File: src/rtl/uart_pkg.sv
// Shared UART types and constants.
// Provides the byte type, TX FIFO default depth and pointer-width helper.
package uart_pkg;

  localparam int UART_TX_FIFO_DEPTH = 16;

  typedef logic [7:0] uart_byte_t;

  // Pointer width for a power-of-two depth; never narrower than 1 bit.
  function automatic int ptr_w(input int depth);
    return (depth > 1) ? $clog2(depth) : 1;
  endfunction

endpackage

File: src/rtl/uart_fifo_mem.sv
// DEPTH x 8 register array: one synchronous write port, one async read.
// Ports: clk, we_i, waddr_i, wdata_i, raddr_i, rdata_o. Contents never reset.
module uart_fifo_mem
  import uart_pkg::*;
#(
  parameter int DEPTH = UART_TX_FIFO_DEPTH,
  localparam int AW = ptr_w(DEPTH)
) (
  input  logic          clk,
  input  logic          we_i,
  input  logic [AW-1:0] waddr_i,
  input  uart_byte_t    wdata_i,
  input  logic [AW-1:0] raddr_i,
  output uart_byte_t    rdata_o
);

  uart_byte_t mem_q [DEPTH];

  always_ff @(posedge clk) begin
    if (we_i) begin
      mem_q[waddr_i] <= wdata_i;
    end
  end

  assign rdata_o = mem_q[raddr_i];

endmodule

File: src/rtl/uart_tx_fifo.sv
// First-word-fall-through byte FIFO feeding tx_uart, with level/overrun/drained status.
// Ports: bus write side (wr_*), flush, clr_overrun, tx handshake (tx_*), status outputs.
module uart_tx_fifo
  import uart_pkg::*;
#(
  parameter int DEPTH = UART_TX_FIFO_DEPTH,
  parameter int LW    = $clog2(DEPTH) + 1
) (
  input  logic          clk,
  input  logic          reset,
  input  logic          wr_valid,
  input  uart_byte_t    wr_data,
  output logic          wr_ready,
  input  logic          flush,
  input  logic          clr_overrun,
  output logic          tx_valid,
  output uart_byte_t    tx_data,
  input  logic          tx_ready,
  output logic [LW-1:0] level,
  output logic          empty,
  output logic          full,
  output logic          overrun,
  output logic          drained
);

  localparam int PW = ptr_w(DEPTH);

  logic [PW-1:0] wr_ptr_q, wr_ptr_d;
  logic [PW-1:0] rd_ptr_q, rd_ptr_d;
  logic [LW-1:0] level_q, level_d;
  logic          overrun_q, overrun_d;
  logic          drained_q, drained_d;

  logic push;
  logic pop;
  logic drop;

  assign empty = (level_q == '0);
  assign full  = (level_q == LW'(DEPTH));

  // Flush wins over both sides; a write dropped by flush is not an overrun.
  assign push = wr_valid & ~full & ~flush;
  assign pop  = tx_ready & ~empty & ~flush;
  assign drop = wr_valid & full & ~flush;

  always_comb begin
    wr_ptr_d  = wr_ptr_q;
    rd_ptr_d  = rd_ptr_q;
    level_d   = level_q;
    overrun_d = overrun_q;
    drained_d = 1'b0;

    if (flush) begin
      wr_ptr_d = '0;
      rd_ptr_d = '0;
      level_d  = '0;
    end else begin
      if (push) wr_ptr_d = wr_ptr_q + PW'(1);
      if (pop)  rd_ptr_d = rd_ptr_q + PW'(1);
      unique case (1'b1)
        push & ~pop: level_d = level_q + LW'(1);
        pop & ~push: level_d = level_q - LW'(1);
        default:     level_d = level_q;
      endcase
      drained_d = pop & ~push & (level_q == LW'(1));
    end

    // Set has priority over clear.
    if (clr_overrun) overrun_d = 1'b0;
    if (drop)        overrun_d = 1'b1;
  end

  always_ff @(posedge clk or posedge reset) begin
    if (reset) begin
      wr_ptr_q  <= '0;
      rd_ptr_q  <= '0;
      level_q   <= '0;
      overrun_q <= 1'b0;
      drained_q <= 1'b0;
    end else begin
      wr_ptr_q  <= wr_ptr_d;
      rd_ptr_q  <= rd_ptr_d;
      level_q   <= level_d;
      overrun_q <= overrun_d;
      drained_q <= drained_d;
    end
  end

  uart_fifo_mem #(
    .DEPTH(DEPTH)
  ) u_mem (
    .clk    (clk),
    .we_i   (push),
    .waddr_i(wr_ptr_q),
    .wdata_i(wr_data),
    .raddr_i(rd_ptr_q),
    .rdata_o(tx_data)
  );

  assign wr_ready = ~full;
  assign tx_valid = ~empty;
  assign level    = level_q;
  assign overrun  = overrun_q;
  assign drained  = drained_q;

endmodule

File: config.mk
export PLATFORM = sky130hd
export DESIGN_NAME = uart_tx_fifo
export DESIGN_NICKNAME = d
export VERILOG_FILES = /design/src/rtl/uart_pkg.sv /design/src/rtl/uart_fifo_mem.sv /design/src/rtl/uart_tx_fifo.sv
export SDC_FILE = /design/constraint.sdc
export NUM_CORES = 1
export LEC_CHECK = 0
export CAP_MARGIN = 15
export CORE_MARGIN = 2
export CORE_UTILIZATION = 42
export DETAILED_ROUTE_END_ITERATION = 7
export SYNTH_ARGS = -nofsm -noshare
export SYNTH_HDL_FRONTEND = slang
export SYNTH_SLANG_ARGS = --single-unit
File: constraint.sdc
create_clock -name clk -period 5.6 [get_ports clk]
set_clock_uncertainty 0.1 [all_clocks]
set_input_delay 0.56 -clock clk [delete_from_list [all_inputs] [get_ports clk]]
set_output_delay 0.56 -clock clk [all_outputs]
set_load 0.01 [all_outputs]
==> results of run 1 <==
## worst max path at each step
stage | startpoint | end | slack (ns) | cells past startpoint
floorplan | rd_ptr_q[0]$_DFFE_PP0P_ | tx_data[3] | 3.15 | 5
global placement | rd_ptr_q[0]$_DFFE_PP0P_ | tx_data[5] | 2.27 | 5
detailed placement | flush | u_mem.mem_q[9][2]$_DFFE_PP_ | 2.24 | 4
CTS | rd_ptr_q[0]$_DFFE_PP0P_ | tx_data[5] | 1.85 | 5
global route | rd_ptr_q[0]$_DFFE_PP0P_ | tx_data[3] | 1.65 | 5
finish | rd_ptr_q[0]$_DFFE_PP0P_ | tx_data[5] | 1.93 | 5
## synth_stat cells
library cell	number	area (sq um)
and3_1	2	12.5
buf_6	1	11.3
and4b_1	1	10.0
nand3_1	6	30.0
nor2_1	18	67.6
a221oi_2	1	15.0
nor4_1	1	6.26
inv_1	12	45.0
mux2_1	2	22.5
edfxtp_1	128	3840
or4b_1	1	10.0
and2_1	14	87.6
maj3_2	1	11.3
nor2b_1	5	31.3
nand4bb_1	1	11.3
xor2_1	3	26.3
a22oi_1	16	120
xnor2_1	3	26.3
o21ai_0	2	10.0
a21oi_1	2	10.0
buf_1	2	7.51
clkbuf_1	8	30.0
nor4b_1	2	17.5
nor3b_1	1	7.51
ha_1	9	113
inv_2	1	3.75
a2111oi_0	1	8.76
nor3_1	1	5.00
dfrtp_1	15	375
a211oi_1	1	7.51
nand2_1	11	41.3
xnor3_1	1	22.5
a32oi_1	1	8.76
nand2b_1	3	18.8
a31oi_1	1	6.26
mux2_2	1	11.3
and2_4	1	8.76
mux4_2	32	721
mux2i_1	1	10.0
o22ai_1	1	6.26
buf_2	4	20.0
a2bb2oi_1	1	8.76
## per-layer routing
layer	track usage, %	part of all wire [%]	up-vias
li1	-	-	1338
met1	23.4	43	1539
met2	28.3	51	74
met3	4.26	4.0	19
met4	8.19	2.0	0
met5	0	0	-
## area by class of cell
| type | count | share of cell area [%] |
|---|---|---|
| sequential | 143 | 60.0 |
| timing repair buffer | 34 | 4.77 |
| clock buffer | 23 | 6.94 |
| multi-input combinational | 148 | 21.8 |
| clock inverter | 9 | 2.55 |
| inverter | 13 | 0.694 |
| tap | 180 | 3.20 |
| antenna | 1 | 0.0356 |
## kinds of logic (layout without fill, tap and decap cells)
kind of cell	count (synthesis)	after routing	synth area share, %
and+or+nand+nor	68	68	6.23
muxes	36	36	13.0
other	0	1	0
DFF	143	143	71.9
adders and majority gates	10	10	2.11
xor gates and xnor gates	7	7	1.28
AOI/OAI and AO/OA	27	27	3.43
buffers and inverters	28	79	2.00
## critical path, stage by stage (launching register included)
cell and delay, ns:
dfrtp_2 0.87, buf_4 0.39, mux4_2 0.53, a22oi_1 0.23, nand2_1 0.09, clkdlybuf4s50_1 0.48
## power breakdown
group          switching, mW  internal [mW]  total, mW
Sequential            0.0931           1.20       1.29
Combinational          0.254          0.366      0.620
Clock                  0.413          0.838       1.25
## state kept, by name, summed over array words and instances (netlist names)
register     cells
drained          1
level            5
overrun          1
rd_ptr_q         4
u_mem.mem_q    128
wr_ptr_q         4
==> results.sh, run 1 <==
export IMPL_final_area_sq_mm=0.00703
export IMPL_layout_commonest_cell="edfxtp_1"
export IMPL_synthCells=319
export IMPL_io_pins=33
export IMPL_crit_required_ns=4.94
export IMPL_area_growth_pct=19.8
export IMPL_hold_class="in -> async"
export IMPL_rr_startpoint="level[1]$_DFFE_PP0P_"
export IMPL_core_area_sq_mm=0.0138
export IMPL_gp_congestion=0.787
export IMPL_numClockSinks=143
export IMPL_grt_setup_unrepaired="false"
export IMPL_clockBufferDepth=2
export IMPL_h_tree_depth=4
export IMPL_critPathCaptureType="primary output"
export IMPL_worstRegToRegCells=6
export IMPL_grt_pass1_wl_microns=18600
export IMPL_dpl_cell_count=518
export IMPL_die_h_microns=122
export IMPL_grt_pass1_vias=3219
export IMPL_synth_warning_count=0
export IMPL_dp_slack_ns=2.24
export IMPL_grt_usage_pct=17.8
export IMPL_grt_max_degree=24
export IMPL_wl_microns=12000
export IMPL_start_util_pct=42.6
export IMPL_setup_ws_ns=1.93
export IMPL_finalCritPeriodShare_pct=65.6
export IMPL_rrSetupSlack_ns=2.66
export IMPL_setup_viol=0
export IMPL_post_cts_buffers=0
export IMPL_worst_ep_arrival_time_ns=3.01
export IMPL_drtIter0Drc=290
export IMPL_p_leak_nw=2.37
export IMPL_ir_drop_v=0.000259
export IMPL_regToRegEndpoint="u_mem.mem_q[9][7]$_DFFE_PP_"
export IMPL_ys_types=42
export IMPL_final_cell_mix="edfxtp_1 (128), mux4_2 (32), clkdlybuf4s50_1 (32)"
export IMPL_fmax_mhz=272
export IMPL_status="finished clean"
export IMPL_cp_max_fo=23
export IMPL_row_count=43
export IMPL_fin_crit_ns=3.67
export IMPL_cts_tree="done"
export IMPL_clk_pin_slew_worst_paths_ns=0.06
export IMPL_maxCapViolCount=0
export IMPL_slew_limit_headroom_pct=30.0
export IMPL_worstMarginPinSlew_ns=1.05
export IMPL_drtAntennaViolNets=0
export IMPL_powerDensity_mw_per_mm2=450
export IMPL_clockRootBuffer="clkbuf_16"
export IMPL_dieArea_sq_mm=0.0149
export IMPL_multi_input_area_sq_mm=0.00153
export IMPL_cts_buffers=17
export IMPL_drc=0
export IMPL_clkLatencyLatePin_ns=0.42
export IMPL_cts_resized=0
export IMPL_hold_viol_final=0
export IMPL_fin_util_pct=51.0
export IMPL_gr_total_overflow=0
export IMPL_io_buffers=32
export IMPL_via_count=2970
export IMPL_die_width_microns=122
export IMPL_hold_buffers=0
export IMPL_fin_cells=551
export IMPL_syn_area_per_cell_sq_um=18.4
export IMPL_seq_area_sq_mm=0.00422
export IMPL_drt_first_pass_iters=4
export IMPL_syn_area_sq_mm=0.00587
export IMPL_grt_antenna_before_repair=1
export IMPL_fillers=1156
export IMPL_timing_setup_tns_ns=0
export IMPL_nets=380
export IMPL_viasPerCell=5.39
export IMPL_total_power_mw=3.16
export IMPL_synth_fp_nets=342
export IMPL_ys_ff_latch=143
export IMPL_slew_viol_final=0
export IMPL_hold_ws_ns=0.419
export IMPL_startpoint_type="flop"
export IMPL_wl_per_cell_microns=21.8
export IMPL_dpl_hpwl_microns=7650
export IMPL_drive_above_1_share_pct=18.9
export IMPL_path_class="reg -> out"
export IMPL_yosysSeqAreaShare_pct=71.9
export IMPL_postPlaceCellArea_sq_mm=0.00636
No activity file was read; power rests on OpenSTA's default activity.
==> run 2: changes to the inputs <==
- clock period: 5.6 -> 3.4 ns (I/O delays scaled with it)
==> results.sh, run 2 (synthesis results as in run 1) <==
export IMPL_start_util_pct=42.6
export IMPL_maxCapViolCount=0
export IMPL_numClockSinks=143
export IMPL_startpoint_type="flop"
export IMPL_post_cts_buffers=0
export IMPL_worst_ep_arrival_time_ns=2.68
export IMPL_ir_drop_v=0.000378
export IMPL_core_area_sq_mm=0.0138
export IMPL_slew_viol_final=0
export IMPL_cts_resized=0
export IMPL_critPathCaptureType="primary output"
export IMPL_status="finished clean"
export IMPL_fin_crit_ns=3.12
export IMPL_clockRootBuffer="clkbuf_16"
export IMPL_drc=0
export IMPL_dpl_hpwl_microns=7560
export IMPL_cts_buffers=17
export IMPL_h_tree_depth=4
export IMPL_setup_ws_ns=0.279
export IMPL_final_area_sq_mm=0.00699
export IMPL_viasPerCell=5.39
export IMPL_largest_reg_flops=128
export IMPL_total_power_mw=4.94
export IMPL_hold_class="in -> async"
export IMPL_crit_required_ns=2.96
export IMPL_diodes=0
export IMPL_rrSetupSlack_ns=0.68
export IMPL_worstSetupStartpoint="rd_ptr_q[0]$_DFFE_PP0P_"
export IMPL_cts_tree="done"
export IMPL_slew_limit_headroom_pct=57.5
export IMPL_drtIter0Drc=193
export IMPL_layout_commonest_cell="edfxtp_1"
export IMPL_drive_above_1_share_pct=19.3
export IMPL_gr_total_overflow=0
export IMPL_io_pins=33
export IMPL_fmax_mhz=320
export IMPL_cp_buffers_inverters=2
export IMPL_drtAntennaViolNets=0
export IMPL_setup_viol=0
export IMPL_grt_pass1_vias=3264
export IMPL_regToRegEndpoint="u_mem.mem_q[8][3]$_DFFE_PP_"
export IMPL_die_h_microns=122
export IMPL_clk_pin_slew_worst_paths_ns=0.05
export IMPL_critPathTopFamily="buffers and inverters"
export IMPL_die_width_microns=122
export IMPL_grt_usage_pct=18.3
export IMPL_via_count=3008
export IMPL_hold_ws_ns=0.198
export IMPL_grt_pass1_wl_microns=19100
export IMPL_nets=390
export IMPL_final_cell_mix="edfxtp_1 (128), mux4_2 (32), clkdlybuf4s50_1 (32)"
export IMPL_timing_setup_tns_ns=0
export IMPL_cp_cell_sequence="buf_4 > mux4_2 > a22oi_1 > nand2_1 > clkdlybuf4s50_1"
export IMPL_max_stage_delay_ns=0.58
export IMPL_gp_congestion=0.800
export IMPL_hold_viol_final=0
export IMPL_dp_slack_ns=0.645
export IMPL_postPlaceCellArea_sq_mm=0.00643
export IMPL_io_buffers=32
export IMPL_path_class="reg -> out"
export IMPL_row_count=43
export IMPL_drt_first_pass_iters=4
export IMPL_cp_max_fo=11
export IMPL_powerDensity_mw_per_mm2=706
export IMPL_dieArea_sq_mm=0.0149
export IMPL_rr_startpoint="level[1]$_DFFE_PP0P_"
export IMPL_hold_buffers=0
export IMPL_clkLatencyLatePin_ns=0.41
export IMPL_clockBufferDepth=2
export IMPL_area_growth_pct=19.2
export IMPL_grt_antenna_before_repair=0
export IMPL_grt_setup_unrepaired="false"
export IMPL_regMostFlops="u_mem.mem_q"
export IMPL_wl_per_cell_microns=21.9
export IMPL_finalCritPeriodShare_pct=91.8
export IMPL_p_leak_nw=2.37
export IMPL_worstRegToRegCells=6
export IMPL_wl_microns=12200
export IMPL_worstMarginPinSlew_ns=0.637
export IMPL_crit_path_top_delay_cell="dfrtp_2"
export IMPL_grt_max_degree=36
## run 2: area by class of cell
cell class	instances	area, sq um
clock buffers	19	433
clock inverters	11	124
fillers	1166	6780
inverters	13	48.8
multi-input cells	148	1530
flip-flops and latches	143	4220
well taps	180	225
repair buffers	44	410
## run 2: power breakdown
group / switching (mW) / internal [mW]
sequential: 0.0818 / 1.98
combinational: 0.506 / 0.619
clock: 0.631 / 1.13
total: 1.22 / 3.72
## run 2: how the worst max path moves through the flow
stage                                   end  slack, ns  depth (start not counted)
5_1_grt                          tx_data[1]       0.06                          5
3_5_place_dp                     tx_data[1]       0.65                          5
4_1_cts                          tx_data[1]       0.19                          5
6_report                         tx_data[0]       0.28                          5
2_1_floorplan  u_mem.mem_q[10][0]$_DFFE_PP_       0.98                          7
3_3_place_gp                     tx_data[1]       0.66                          5
## run 2: layer usage
metal	part of all wire [%]	vias to the layer above	GRT usage, %	wire length, microns
li1	-	1358	-	-
met1	44	1560	24.9	5410
met2	49	71	28.3	5960
met3	4.9	19	4.31	598
met4	2.1	0	7.69	252
met5	0	-	0	0
## run 2: through the flow
| step | instances | utilization, % |
|---|---|---|
| 6_report | 558 | 50.8 |
| 5_1_grt | 558 | 50.8 |
| 4_1_cts | 558 | 50.8 |
| 3_5_place_dp | 528 | 46.7 |
| 3_3_place_gp | 528 | 46.7 |
| 2_1_floorplan | 319 | - |
## run 2: worst reg2reg max path, cell delays in order, from the launching register on
cell	delay, ns
dfrtp_1	0.43
inv_1	0.13
ha_1	0.25
nand4bb_1	0.26
inv_2	0.13
nor4b_1	0.47
and2_1	0.57
